===== src/rtl/lsu_ctrl_if.sv =====
// Bus bundle for lsu_ctrl: AGU command, DTCM command/response and write-back.
// The slave modport is the LSU's view; master is the surrounding core/DTCM.
interface lsu_ctrl_if #(
    parameter int XLEN   = 32,
    parameter int AW     = 16,
    parameter int ITAG_W = 2
);
    logic                agu_cmd_valid;
    logic                agu_cmd_ready;
    logic [AW-1:0]       agu_cmd_addr;
    logic                agu_cmd_read;
    logic [XLEN-1:0]     agu_cmd_wdata;
    logic [XLEN/8-1:0]   agu_cmd_wmask;
    logic [ITAG_W-1:0]   agu_cmd_itag;
    logic                agu_cmd_usign;
    logic [1:0]          agu_cmd_size;

    logic                dtcm_cmd_valid;
    logic                dtcm_cmd_ready;
    logic [AW-1:0]       dtcm_cmd_addr;
    logic                dtcm_cmd_read;
    logic [XLEN-1:0]     dtcm_cmd_wdata;
    logic [XLEN/8-1:0]   dtcm_cmd_wmask;

    logic                dtcm_rsp_valid;
    logic                dtcm_rsp_ready;
    logic [XLEN-1:0]     dtcm_rsp_rdata;
    logic                dtcm_rsp_err;

    logic                lsu_o_valid;
    logic                lsu_o_ready;
    logic [XLEN-1:0]     lsu_o_wbck_wdat;
    logic [ITAG_W-1:0]   lsu_o_wbck_itag;
    logic                lsu_o_wbck_err;
    logic                lsu_o_is_load;

    logic                lsu_active;

    modport slave (
        input  agu_cmd_valid, agu_cmd_addr, agu_cmd_read, agu_cmd_wdata,
               agu_cmd_wmask, agu_cmd_itag, agu_cmd_usign, agu_cmd_size,
        output agu_cmd_ready,
        output dtcm_cmd_valid, dtcm_cmd_addr, dtcm_cmd_read, dtcm_cmd_wdata,
               dtcm_cmd_wmask,
        input  dtcm_cmd_ready,
        input  dtcm_rsp_valid, dtcm_rsp_rdata, dtcm_rsp_err,
        output dtcm_rsp_ready,
        output lsu_o_valid, lsu_o_wbck_wdat, lsu_o_wbck_itag, lsu_o_wbck_err,
               lsu_o_is_load,
        input  lsu_o_ready,
        output lsu_active
    );

    modport master (
        output agu_cmd_valid, agu_cmd_addr, agu_cmd_read, agu_cmd_wdata,
               agu_cmd_wmask, agu_cmd_itag, agu_cmd_usign, agu_cmd_size,
        input  agu_cmd_ready,
        input  dtcm_cmd_valid, dtcm_cmd_addr, dtcm_cmd_read, dtcm_cmd_wdata,
               dtcm_cmd_wmask,
        output dtcm_cmd_ready,
        output dtcm_rsp_valid, dtcm_rsp_rdata, dtcm_rsp_err,
        input  dtcm_rsp_ready,
        input  lsu_o_valid, lsu_o_wbck_wdat, lsu_o_wbck_itag, lsu_o_wbck_err,
               lsu_o_is_load,
        output lsu_o_ready,
        input  lsu_active
    );
endinterface


===== src/rtl/lsu_ctrl.sv =====
// Load/store unit between the AGU and the DTCM: tracks up to two in-order
// outstanding accesses and formats load data into a one-deep write-back stage.
module lsu_ctrl #(
    parameter int XLEN   = 32,
    parameter int AW     = 16,
    parameter int ITAG_W = 2
) (
    input logic       clk,
    input logic       rst_n,
    lsu_ctrl_if.slave bus
);

    typedef struct packed {
        logic              read;
        logic              usign;
        logic [1:0]        size;
        logic [1:0]        addr_lo;
        logic [ITAG_W-1:0] itag;
    } entry_t;

    logic [1:0]        count_q, count_d;
    logic              wr_ptr_q, wr_ptr_d;
    logic              rd_ptr_q, rd_ptr_d;
    entry_t            fifo_q [2];
    entry_t            head;
    entry_t            new_entry;
    logic              full, empty, push, pop;
    logic [AW-1:0]     cmd_addr;

    logic              wb_valid_q, wb_valid_d;
    logic [XLEN-1:0]   wb_wdat_q, wb_wdat_d;
    logic [ITAG_W-1:0] wb_itag_q, wb_itag_d;
    logic              wb_err_q, wb_err_d;
    logic              wb_is_load_q, wb_is_load_d;
    logic [XLEN-1:0]   load_data;
    logic [7:0]        byte_sel;
    logic [15:0]       half_sel;

    assign full  = (count_q == 2'd2);
    assign empty = (count_q == 2'd0);

    // Command path is pure pass-through, gated only by the outstanding queue.
    assign cmd_addr           = bus.agu_cmd_addr;
    assign bus.dtcm_cmd_valid = bus.agu_cmd_valid & ~full;
    assign bus.agu_cmd_ready  = bus.dtcm_cmd_ready & ~full;
    assign bus.dtcm_cmd_addr  = cmd_addr;
    assign bus.dtcm_cmd_read  = bus.agu_cmd_read;
    assign bus.dtcm_cmd_wdata = bus.agu_cmd_wdata;
    assign bus.dtcm_cmd_wmask = bus.agu_cmd_wmask;

    assign push = bus.dtcm_cmd_valid & bus.dtcm_cmd_ready;

    assign bus.dtcm_rsp_ready = ~empty & (~wb_valid_q | bus.lsu_o_ready);
    assign pop                = bus.dtcm_rsp_valid & bus.dtcm_rsp_ready;

    assign new_entry = '{read:    bus.agu_cmd_read,
                         usign:   bus.agu_cmd_usign,
                         size:    bus.agu_cmd_size,
                         addr_lo: cmd_addr[1:0],
                         itag:    bus.agu_cmd_itag};
    assign head = fifo_q[rd_ptr_q];

    always_comb begin
        count_d  = count_q + {1'b0, push} - {1'b0, pop};
        wr_ptr_d = wr_ptr_q ^ push;
        rd_ptr_d = rd_ptr_q ^ pop;
    end

    always_ff @(posedge clk or negedge rst_n) begin
        if (!rst_n) begin
            count_q  <= 2'd0;
            wr_ptr_q <= 1'b0;
            rd_ptr_q <= 1'b0;
        end else begin
            // NOTE: state registers use non-blocking assignment so every flop samples pre-edge values.
            count_q  <= count_d;
            wr_ptr_q <= wr_ptr_d;
            rd_ptr_q <= rd_ptr_d;
        end
    end

    // NOTE: queue storage is not reset; count/pointers alone decide which slots are live.
    always_ff @(posedge clk) begin
        if (push) fifo_q[wr_ptr_q] <= new_entry;
    end

    always_comb begin
        // NOTE: every output of this block is defaulted first so no latch is inferred.
        byte_sel  = 8'(bus.dtcm_rsp_rdata >> {head.addr_lo, 3'b000});
        half_sel  = 16'(bus.dtcm_rsp_rdata >> {head.addr_lo[1], 4'b0000});
        load_data = bus.dtcm_rsp_rdata;
        case (head.size)
            2'b00:   load_data = {{(XLEN-8){~head.usign & byte_sel[7]}}, byte_sel};
            2'b01:   load_data = {{(XLEN-16){~head.usign & half_sel[15]}}, half_sel};
            default: load_data = bus.dtcm_rsp_rdata;
        endcase
        if (!head.read || bus.dtcm_rsp_err) load_data = '0;
    end

    // Payload only moves on a capture, so it holds while the consumer stalls.
    always_comb begin
        wb_valid_d   = wb_valid_q & ~bus.lsu_o_ready;
        wb_wdat_d    = wb_wdat_q;
        wb_itag_d    = wb_itag_q;
        wb_err_d     = wb_err_q;
        wb_is_load_d = wb_is_load_q;
        if (pop) begin
            wb_valid_d   = 1'b1;
            wb_wdat_d    = load_data;
            wb_itag_d    = head.itag;
            wb_err_d     = bus.dtcm_rsp_err;
            wb_is_load_d = head.read;
        end
    end

    always_ff @(posedge clk or negedge rst_n) begin
        if (!rst_n) begin
            wb_valid_q   <= 1'b0;
            wb_wdat_q    <= '0;
            wb_itag_q    <= '0;
            wb_err_q     <= 1'b0;
            wb_is_load_q <= 1'b0;
        end else begin
            wb_valid_q   <= wb_valid_d;
            wb_wdat_q    <= wb_wdat_d;
            wb_itag_q    <= wb_itag_d;
            wb_err_q     <= wb_err_d;
            wb_is_load_q <= wb_is_load_d;
        end
    end

    assign bus.lsu_o_valid     = wb_valid_q;
    assign bus.lsu_o_wbck_wdat = wb_wdat_q;
    assign bus.lsu_o_wbck_itag = wb_itag_q;
    assign bus.lsu_o_wbck_err  = wb_err_q;
    assign bus.lsu_o_is_load   = wb_is_load_q;
    assign bus.lsu_active      = ~empty | wb_valid_q;

endmodule


===== src/flat_wrapper.sv =====
// flat-port wrapper written by rule: the top's interface ports become plain ports
module lsu_ctrl_flat 
#(
    parameter int XLEN   = 32,
    parameter int AW     = 16,
    parameter int ITAG_W = 2
)
  (clk, rst_n, bus_agu_cmd_valid, bus_agu_cmd_addr, bus_agu_cmd_read, bus_agu_cmd_wdata, bus_agu_cmd_wmask, bus_agu_cmd_itag, bus_agu_cmd_usign, bus_agu_cmd_size, bus_agu_cmd_ready, bus_dtcm_cmd_valid, bus_dtcm_cmd_addr, bus_dtcm_cmd_read, bus_dtcm_cmd_wdata, bus_dtcm_cmd_wmask, bus_dtcm_cmd_ready, bus_dtcm_rsp_valid, bus_dtcm_rsp_rdata, bus_dtcm_rsp_err, bus_dtcm_rsp_ready, bus_lsu_o_valid, bus_lsu_o_wbck_wdat, bus_lsu_o_wbck_itag, bus_lsu_o_wbck_err, bus_lsu_o_is_load, bus_lsu_o_ready, bus_lsu_active);
  lsu_ctrl_if #(.XLEN(XLEN), .AW(AW), .ITAG_W(ITAG_W)) bus_i ();
  input logic clk;
  input logic rst_n;
  input wire logic [$bits(bus_i.agu_cmd_valid)-1:0] bus_agu_cmd_valid;
  input wire logic [$bits(bus_i.agu_cmd_addr)-1:0] bus_agu_cmd_addr;
  input wire logic [$bits(bus_i.agu_cmd_read)-1:0] bus_agu_cmd_read;
  input wire logic [$bits(bus_i.agu_cmd_wdata)-1:0] bus_agu_cmd_wdata;
  input wire logic [$bits(bus_i.agu_cmd_wmask)-1:0] bus_agu_cmd_wmask;
  input wire logic [$bits(bus_i.agu_cmd_itag)-1:0] bus_agu_cmd_itag;
  input wire logic [$bits(bus_i.agu_cmd_usign)-1:0] bus_agu_cmd_usign;
  input wire logic [$bits(bus_i.agu_cmd_size)-1:0] bus_agu_cmd_size;
  output wire logic [$bits(bus_i.agu_cmd_ready)-1:0] bus_agu_cmd_ready;
  output wire logic [$bits(bus_i.dtcm_cmd_valid)-1:0] bus_dtcm_cmd_valid;
  output wire logic [$bits(bus_i.dtcm_cmd_addr)-1:0] bus_dtcm_cmd_addr;
  output wire logic [$bits(bus_i.dtcm_cmd_read)-1:0] bus_dtcm_cmd_read;
  output wire logic [$bits(bus_i.dtcm_cmd_wdata)-1:0] bus_dtcm_cmd_wdata;
  output wire logic [$bits(bus_i.dtcm_cmd_wmask)-1:0] bus_dtcm_cmd_wmask;
  input wire logic [$bits(bus_i.dtcm_cmd_ready)-1:0] bus_dtcm_cmd_ready;
  input wire logic [$bits(bus_i.dtcm_rsp_valid)-1:0] bus_dtcm_rsp_valid;
  input wire logic [$bits(bus_i.dtcm_rsp_rdata)-1:0] bus_dtcm_rsp_rdata;
  input wire logic [$bits(bus_i.dtcm_rsp_err)-1:0] bus_dtcm_rsp_err;
  output wire logic [$bits(bus_i.dtcm_rsp_ready)-1:0] bus_dtcm_rsp_ready;
  output wire logic [$bits(bus_i.lsu_o_valid)-1:0] bus_lsu_o_valid;
  output wire logic [$bits(bus_i.lsu_o_wbck_wdat)-1:0] bus_lsu_o_wbck_wdat;
  output wire logic [$bits(bus_i.lsu_o_wbck_itag)-1:0] bus_lsu_o_wbck_itag;
  output wire logic [$bits(bus_i.lsu_o_wbck_err)-1:0] bus_lsu_o_wbck_err;
  output wire logic [$bits(bus_i.lsu_o_is_load)-1:0] bus_lsu_o_is_load;
  input wire logic [$bits(bus_i.lsu_o_ready)-1:0] bus_lsu_o_ready;
  output wire logic [$bits(bus_i.lsu_active)-1:0] bus_lsu_active;
  assign bus_i.agu_cmd_valid = bus_agu_cmd_valid;
  assign bus_i.agu_cmd_addr = bus_agu_cmd_addr;
  assign bus_i.agu_cmd_read = bus_agu_cmd_read;
  assign bus_i.agu_cmd_wdata = bus_agu_cmd_wdata;
  assign bus_i.agu_cmd_wmask = bus_agu_cmd_wmask;
  assign bus_i.agu_cmd_itag = bus_agu_cmd_itag;
  assign bus_i.agu_cmd_usign = bus_agu_cmd_usign;
  assign bus_i.agu_cmd_size = bus_agu_cmd_size;
  assign bus_agu_cmd_ready = bus_i.agu_cmd_ready;
  assign bus_dtcm_cmd_valid = bus_i.dtcm_cmd_valid;
  assign bus_dtcm_cmd_addr = bus_i.dtcm_cmd_addr;
  assign bus_dtcm_cmd_read = bus_i.dtcm_cmd_read;
  assign bus_dtcm_cmd_wdata = bus_i.dtcm_cmd_wdata;
  assign bus_dtcm_cmd_wmask = bus_i.dtcm_cmd_wmask;
  assign bus_i.dtcm_cmd_ready = bus_dtcm_cmd_ready;
  assign bus_i.dtcm_rsp_valid = bus_dtcm_rsp_valid;
  assign bus_i.dtcm_rsp_rdata = bus_dtcm_rsp_rdata;
  assign bus_i.dtcm_rsp_err = bus_dtcm_rsp_err;
  assign bus_dtcm_rsp_ready = bus_i.dtcm_rsp_ready;
  assign bus_lsu_o_valid = bus_i.lsu_o_valid;
  assign bus_lsu_o_wbck_wdat = bus_i.lsu_o_wbck_wdat;
  assign bus_lsu_o_wbck_itag = bus_i.lsu_o_wbck_itag;
  assign bus_lsu_o_wbck_err = bus_i.lsu_o_wbck_err;
  assign bus_lsu_o_is_load = bus_i.lsu_o_is_load;
  assign bus_i.lsu_o_ready = bus_lsu_o_ready;
  assign bus_lsu_active = bus_i.lsu_active;
  lsu_ctrl #(.XLEN(XLEN), .AW(AW), .ITAG_W(ITAG_W)) u_core (.clk(clk), .rst_n(rst_n), .bus(bus_i));
endmodule

===== config.mk =====
export PLATFORM = sky130hd
export DESIGN_NAME = lsu_ctrl_flat
export DESIGN_NICKNAME = d
export VERILOG_FILES = /design/src/rtl/lsu_ctrl_if.sv /design/src/rtl/lsu_ctrl.sv /design/src/flat_wrapper.sv
export SDC_FILE = /design/constraint.sdc
export NUM_CORES = 1
export LEC_CHECK = 0
export CORE_UTILIZATION = 41
export CTS_CLUSTER_DIAMETER = 80
export DETAILED_ROUTE_END_ITERATION = 7
export HOLD_SLACK_MARGIN = 0.08
export PLACE_DENSITY = 0.84
export REMOVE_ABC_BUFFERS = 1
export SKIP_LAST_GASP = 1
export SLEW_MARGIN = 20
export SYNTH_ARGS = -nofsm -noshare
export SYNTH_HDL_FRONTEND = slang
export SYNTH_SLANG_ARGS = --single-unit

===== constraint.sdc =====
create_clock -name clk -period 6.45 [get_ports clk]
set_clock_uncertainty 0.15 [all_clocks]
set_input_delay 0.9675 -clock clk [delete_from_list [all_inputs] [get_ports clk]]
set_output_delay 0.9675 -clock clk [all_outputs]
set_load 0.02 [all_outputs]

# Yosys cells after proc, flatten, opt, wreduce, memory -nomap -nowiden
# Memories as Yosys holds them, arrays and structs flattened.
# Index checks and enable logic that the tools add are counted.
[totals]
latchBits = 0
ram_bits = 16
ff_bits = 41
n_memories = 1
mem_bits_ro = 0
[op_classes]
magnitude_cmp = 0
bitwise = 17
shifts = 2
n_div = 0
reduce_logical = 4
n_eq_ne = 2
mul = 0
n_mux = 5
addsub = 2
[mem_list]
columns = ["memory", "depth", "width", "rd", "rd_ports_with_merged_regs", "write_ports", "line", "source"]
rows = [
  ["u_core.fifo_q", 2, 8, 1, 0, 1, "lsu_ctrl.sv:24", "entry_t fifo_q [2];"],
]
[ops]
columns = ["operator", "count"]
rows = [
  ["$pmux W32 S2", 1],
  ["$mux W32", 1],
  ["$shr A32 B5 Y16", 1],
  ["$shr A32 B5 Y8", 1],
  ["$and A1 B1 Y1", 8],
  ["$not A1 Y1", 5],
  ["$logic_not A2 Y1", 2],
  ["$mux W1", 3],
  ["$add A2 B1 Y2", 1],
  ["$eq A2 B1 Y1 const B", 1],
  ["$eq A2 B2 Y1 const B", 1],
  ["$or A1 B1 Y1", 2],
  ["$sub A2 B1 Y2", 1],
  ["$xor A1 B1 Y1", 2],
  ["$logic_not A1 Y1", 1],
  ["$logic_or A1 B1 Y1", 1],
]

# Depth between registers and ports, before layout
[logic_depth]
word_depth = 6
ltp_mapped = 10
ltp_nobuf = 8

# Worst setup path before layout
# OpenSTA, ideal clock, no wires.
[synth_timing]
path_type = "input -> register"
startpoint = "input bus_lsu_o_ready"
endpoint = "register u_core.count_q[1]"
path_slack_ns = 3.718
path_stages = 10
t_required_ns = 6.177
setup_ns = 0.123
t_arrival_ns = 2.460
path_buffers = 2
cell_sequence = "nand2b_1 nand3_1 inv_1 clkbuf_1 buf_6 ha_1 inv_1 ha_1 xnor2_1 xnor2_1"
[synth_via]
elab_chain_len = 4
[synth_rtl]
columns = ["element", "line", "source"]
rows = [
  ["start, declared", "flat_wrapper.sv:36", "input wire logic [$bits(bus_i.lsu_o_ready)-1:0] bus_lsu_o_ready;"],
  ["$or A1 B1 Y1", "lsu_ctrl.sv:53", "assign bus.dtcm_rsp_ready = ~empty & (~wb_valid_q | bus.lsu_o_ready);"],
  ["$and A1 B1 Y1", "lsu_ctrl.sv:53", ""],
  ["$and A1 B1 Y1", "lsu_ctrl.sv:54", "assign pop = bus.dtcm_rsp_valid & bus.dtcm_rsp_ready;"],
  ["net u_core.pop", "lsu_ctrl.sv:27", "logic full, empty, push, pop;"],
  ["$sub A2 B1 Y2", "lsu_ctrl.sv:64", "count_d = count_q + {1'b0, push} - {1'b0, pop};"],
  ["net u_core.count_d[1]", "lsu_ctrl.sv:21", "logic [1:0] count_q, count_d;"],
  ["end signal, assigned", "lsu_ctrl.sv:76", "count_q <= count_d;"],
  ["end, declared", "lsu_ctrl.sv:21", ""],
]
# The timed path passes the listed nets, and every way through them passes these cells.
# A chain may end at the register's enable or synchronous reset.

# Worst setup path in the final report
[layout_timing]
startpoint = "input bus_lsu_o_ready"
endpoint = "output bus_dtcm_rsp_ready"
[layout_via]
elab_chain_len = 2
[layout_rtl]
columns = ["element", "line", "source"]
rows = [
  ["$or A1 B1 Y1", "lsu_ctrl.sv:53", ""],
  ["$and A1 B1 Y1", "lsu_ctrl.sv:53", ""],
  ["end, declared", "flat_wrapper.sv:30", "output wire logic [$bits(bus_i.dtcm_rsp_ready)-1:0] bus_dtcm_rsp_ready;"],
]
# No other way between the ends.

==> reports/summary.txt <==
DRT
-----------------------------------------------------------------------------------------------------
Total DRC errors in the routed layout ..................................................            0
Met2 WL ................................................................................      4092 um
Routed length per placed instance ......................................................     23.45 um
Via density ............................................................................        5.852
Number of nets still failing antenna checks after routing ..............................            0
Highest metal layer used by the detailed router ........................................         met5
Drt first-iter violations ..............................................................          163
Drt total wl ...........................................................................     10620 um
Routed length on met1 ..................................................................      4466 um
Drt first pass iters ...................................................................            5
WL met3 ................................................................................      1807 um
Vias after detailed routing ............................................................         2651

SYNTHESIS
-----------------------------------------------------------------------------------------------------
Post-synthesis instance area ........................................................... 0.003257 mm^2
Number of enable-type register cells in the synthesized netlist ........................           16
Post-synthesis share of cell area spent on full adders, half adders and majority gates .      0.01537
Unique cell type count in the Yosys netlist ............................................           44
Most frequent cells after synthesis .................................................... buf_4 (55), dfrtp_1 (41), nor2_1 (34)
Post-synthesis share of cell area spent on xor and xnor gates ..........................     0.008068
Count of synthesis-stage warnings from yosys ...........................................            0
Synth Area in Simple Gates .............................................................       0.1091
Flop and latch count out of synthesis ..................................................           57
Main combinational cell family by area after synthesis ................................. compound AO/OA/AOI/OAI gates
Synthesized netlist cell count .........................................................          311
Synth Area in Compound Gates ...........................................................       0.1687
Primary flip-flop cell chosen by synthesis mapping .....................................      dfrtp_1
Share of the synthesized area in the top cell type .....................................       0.3150
Largest cells by area after synthesis .................................................. dfrtp_1 (32%), edfxtp_1 (15%), buf_4 (13%)
Fraction of synthesized area in multiplexers ...........................................      0.07415
Fraction of registers with async set/reset .............................................       0.7193
Sequential area share after synthesis ..................................................       0.4625
Biggest area consumer among synthesized cells ..........................................      dfrtp_1
Synthesized area divided by synthesized cell count .....................................   10.47 um^2
Most common cell in the netlist ........................................................        buf_4

STA
-----------------------------------------------------------------------------------------------------
Setup repair after global routing missed its margin ....................................           no
Fin crit period ........................................................................      3427 ps
Highest achievable clock rate ..........................................................    291.8 MHz
Final-report max-slew violation count ..................................................            0
Relative slew slack ....................................................................       0.4013
Fin Setup TNS ..........................................................................         0 ps
Count of final hold-check violations ...................................................            0
Final Cycle Share ......................................................................       0.5313
Worst hold margin ......................................................................     332.4 ps
Final setup violating endpoints ........................................................            0
Actual slew at the worst max-slew pin ..................................................     873.1 ps

PLACE
-----------------------------------------------------------------------------------------------------
Routability congestion estimate from global placement ..................................       0.8508
Sum of net half-perimeters after detailed placement ....................................      7842 um
Number of port buffers .................................................................           90

POWER
-----------------------------------------------------------------------------------------------------
Areal power density over the cells ..................................................... 448.8 mW/mm^2
Maximum resistive drop on vdd ..........................................................    0.1743 mV
Leakage ................................................................................     1.572 nW

CELLS AND AREA
-----------------------------------------------------------------------------------------------------
Area delta synth->final ................................................................       21.48%
Final core utilization .................................................................       0.5146
Fin nets ...............................................................................          447
Area occupied by registers ............................................................. 0.001506 mm^2
Fraction of layout instances using a drive strength above 1 ............................       0.1197
Fill cell total of the finished layout .................................................          698
Footprint of the multi-input gates ..................................................... 0.001226 mm^2
Ant diodes .............................................................................            0

FLOORPLANNING
-----------------------------------------------------------------------------------------------------
Count of boundary I/O pins .............................................................          191
Die outline area ....................................................................... 0.008304 mm^2
Initial Util ...........................................................................       0.4237
Cell row count .........................................................................           32
Std-Cell Core Area ..................................................................... 0.007687 mm^2
Die span in x ..........................................................................     91.13 um
Die H ..................................................................................     91.13 um

CLOCKING
-----------------------------------------------------------------------------------------------------
Clk buf depth ..........................................................................            2
Clock root buffer master ...............................................................     clkbuf_8
Number of levels the H-tree was split into .............................................            3
Clock tree from TritonCTS ..............................................................        built
Post-CTS Setup Repair Bufs .............................................................            0
TritonCTS Buffers ......................................................................            9
Source-to-sink clock delay at the later pin of the worst-skew pair .....................       350 ps
Clk sink count .........................................................................           57
Count of instances resized after the clock tree is built ...............................            0
Number of hold buffers added after CTS .................................................            0
Clock-pin transition on the worst setup and hold timing paths ..........................        70 ps

CRITICAL PATH
-----------------------------------------------------------------------------------------------------
Capturing element of the worst setup path .............................................. bus_dtcm_rsp_ready
R2r worst-path depth ...................................................................            4
FF-to-FF setup slack ...................................................................      3380 ps
Largest fanout of any net on the critical path .........................................            4
Required time at the worst-slack endpoint ..............................................      5330 ps
Reg-to-reg critical path endpoint ...................................................... u_core.bus.lsu_o_wbck_wdat[13]$_DFFE_PN0P_
Worst Setup SP ......................................................................... bus_lsu_o_ready
Crit end category ...................................................................... primary output
Startpoint class of the critical path .................................................. primary input
Worst flop-to-flop path startpoint ..................................................... u_core.rd_ptr_q$_DFF_PN0_
Worst Setup Path Type .................................................................. primary input to primary output
Data arrival at the endpoint of the critical path ......................................      2310 ps

RUN
-----------------------------------------------------------------------------------------------------
Max-capacitance violation count ........................................................            0

GLOBAL ROUTE
-----------------------------------------------------------------------------------------------------
All-layer global routing usage .........................................................       0.2674
Antenna violations before repair .......................................................            0
Wire length of the first global-routing pass ...........................................     16130 um
Overflow after GRT .....................................................................            0
Via count of the first global-routing pass .............................................         2496
Largest net degree at the start of global routing ......................................           42

OUTCOME
-----------------------------------------------------------------------------------------------------
Run status ............................................................................. finished clean

HOLD PATH
-----------------------------------------------------------------------------------------------------
Path class of the lowest-slack min-delay path .......................................... flip-flop to flip-flop

==> report_power, final <==
group,switching [mW],internal [mW]
sequential,0.105,0.507
clock,0.151,0.138
combinational,0.463,0.411
==> registers in the layout (all words and copies together) (netlist names) <==
name                        cells
u_core.bus.lsu_o_is_load        1
u_core.bus.lsu_o_valid          1
u_core.count_q                  2
u_core.wr_ptr_q                 1
u_core.bus.lsu_o_wbck_wdat     32
u_core.rd_ptr_q                 1
u_core.bus.lsu_o_wbck_err       1
u_core.bus.lsu_o_wbck_itag      2
u_core.fifo_q                  16
==> how the worst min path moves through the flow <==
stage | startpoint | end | slack, ps | cells past startpoint
floorplan | u_core.fifo_q[0][0]$_DFFE_PP_ | u_core.bus.lsu_o_wbck_itag[0]$_DFFE_PN0P_ | 350 | 2
global placement | u_core.bus.lsu_o_wbck_wdat[6]$_DFFE_PN0P_ | u_core.bus.lsu_o_wbck_wdat[6]$_DFFE_PN0P_ | 310 | 2
detailed placement | u_core.bus.lsu_o_wbck_err$_DFFE_PN0P_ | u_core.bus.lsu_o_wbck_err$_DFFE_PN0P_ | 320 | 2
CTS | u_core.bus.lsu_o_wbck_wdat[5]$_DFFE_PN0P_ | u_core.bus.lsu_o_wbck_wdat[5]$_DFFE_PN0P_ | 340 | 2
global route | u_core.bus.lsu_o_wbck_wdat[5]$_DFFE_PN0P_ | u_core.bus.lsu_o_wbck_wdat[5]$_DFFE_PN0P_ | 370 | 2
finish | u_core.bus.lsu_o_wbck_wdat[5]$_DFFE_PN0P_ | u_core.bus.lsu_o_wbck_wdat[5]$_DFFE_PN0P_ | 330 | 2
==> final cells by class <==
class                      instances  share of cell area
tap                              102             0.03226
sequential                        57              0.3808
inverter                           6            0.005693
clock inverter                     7             0.01170
multi-input combinational        181              0.3099
clock buffer                       9             0.03131
timing repair buffer              91              0.2283
==> metrics by stage <==
step | instance area, um^2 | power, mW | setup WS, ps | cells
floorplan | 2751 | 1.105 | 2918 | 244
global placement | 3782 | 1.464 | 2873 | 437
detailed placement | 3782 | 1.488 | 2738 | 437
CTS | 3953 | 1.781 | 3014 | 453
global route | 3956 | 1.885 | 2805 | 453
finish | 3956 | 1.776 | 3023 | 453
==> layout by cell type (no fill, tap or decap), types with 4 or more instances in the layout <==
master            n
a21oi_1          16
a221oi_1          8
clkbuf_8          9
clkdlybuf4s50_1  89
dfrtp_1          41
edfxtp_1         16
ha_1              4
inv_1             6
mux2_2           10
mux2i_1           7
nand2_1          24
nand2b_1          4
nor2_1           34
o22ai_1          20
o31ai_1          16
==> layer usage <==
metal | GRT usage | vias up
met1 | 0.3481 | 1261
met4 | 0.06481 | 6
met5 | 0.1410 | -
li1 | - | 1133
met3 | 0.1985 | 21
met2 | 0.3340 | 230
==> worst max-delay path: stages <==
cell and delay, ps:
clkdlybuf4s50_1 450, nand2b_1 150, and2_1 150, clkdlybuf4s50_1 600
==> cell families after synthesis <==
group	Yosys count
muxes	21
and+or+nand+nor	78
DFF	57
buffers and inverters	73
xor gates and xnor gates	3
AOI/OAI and AO/OA	75
adders and majority gates	4
(Power assumes the default switching activity.)
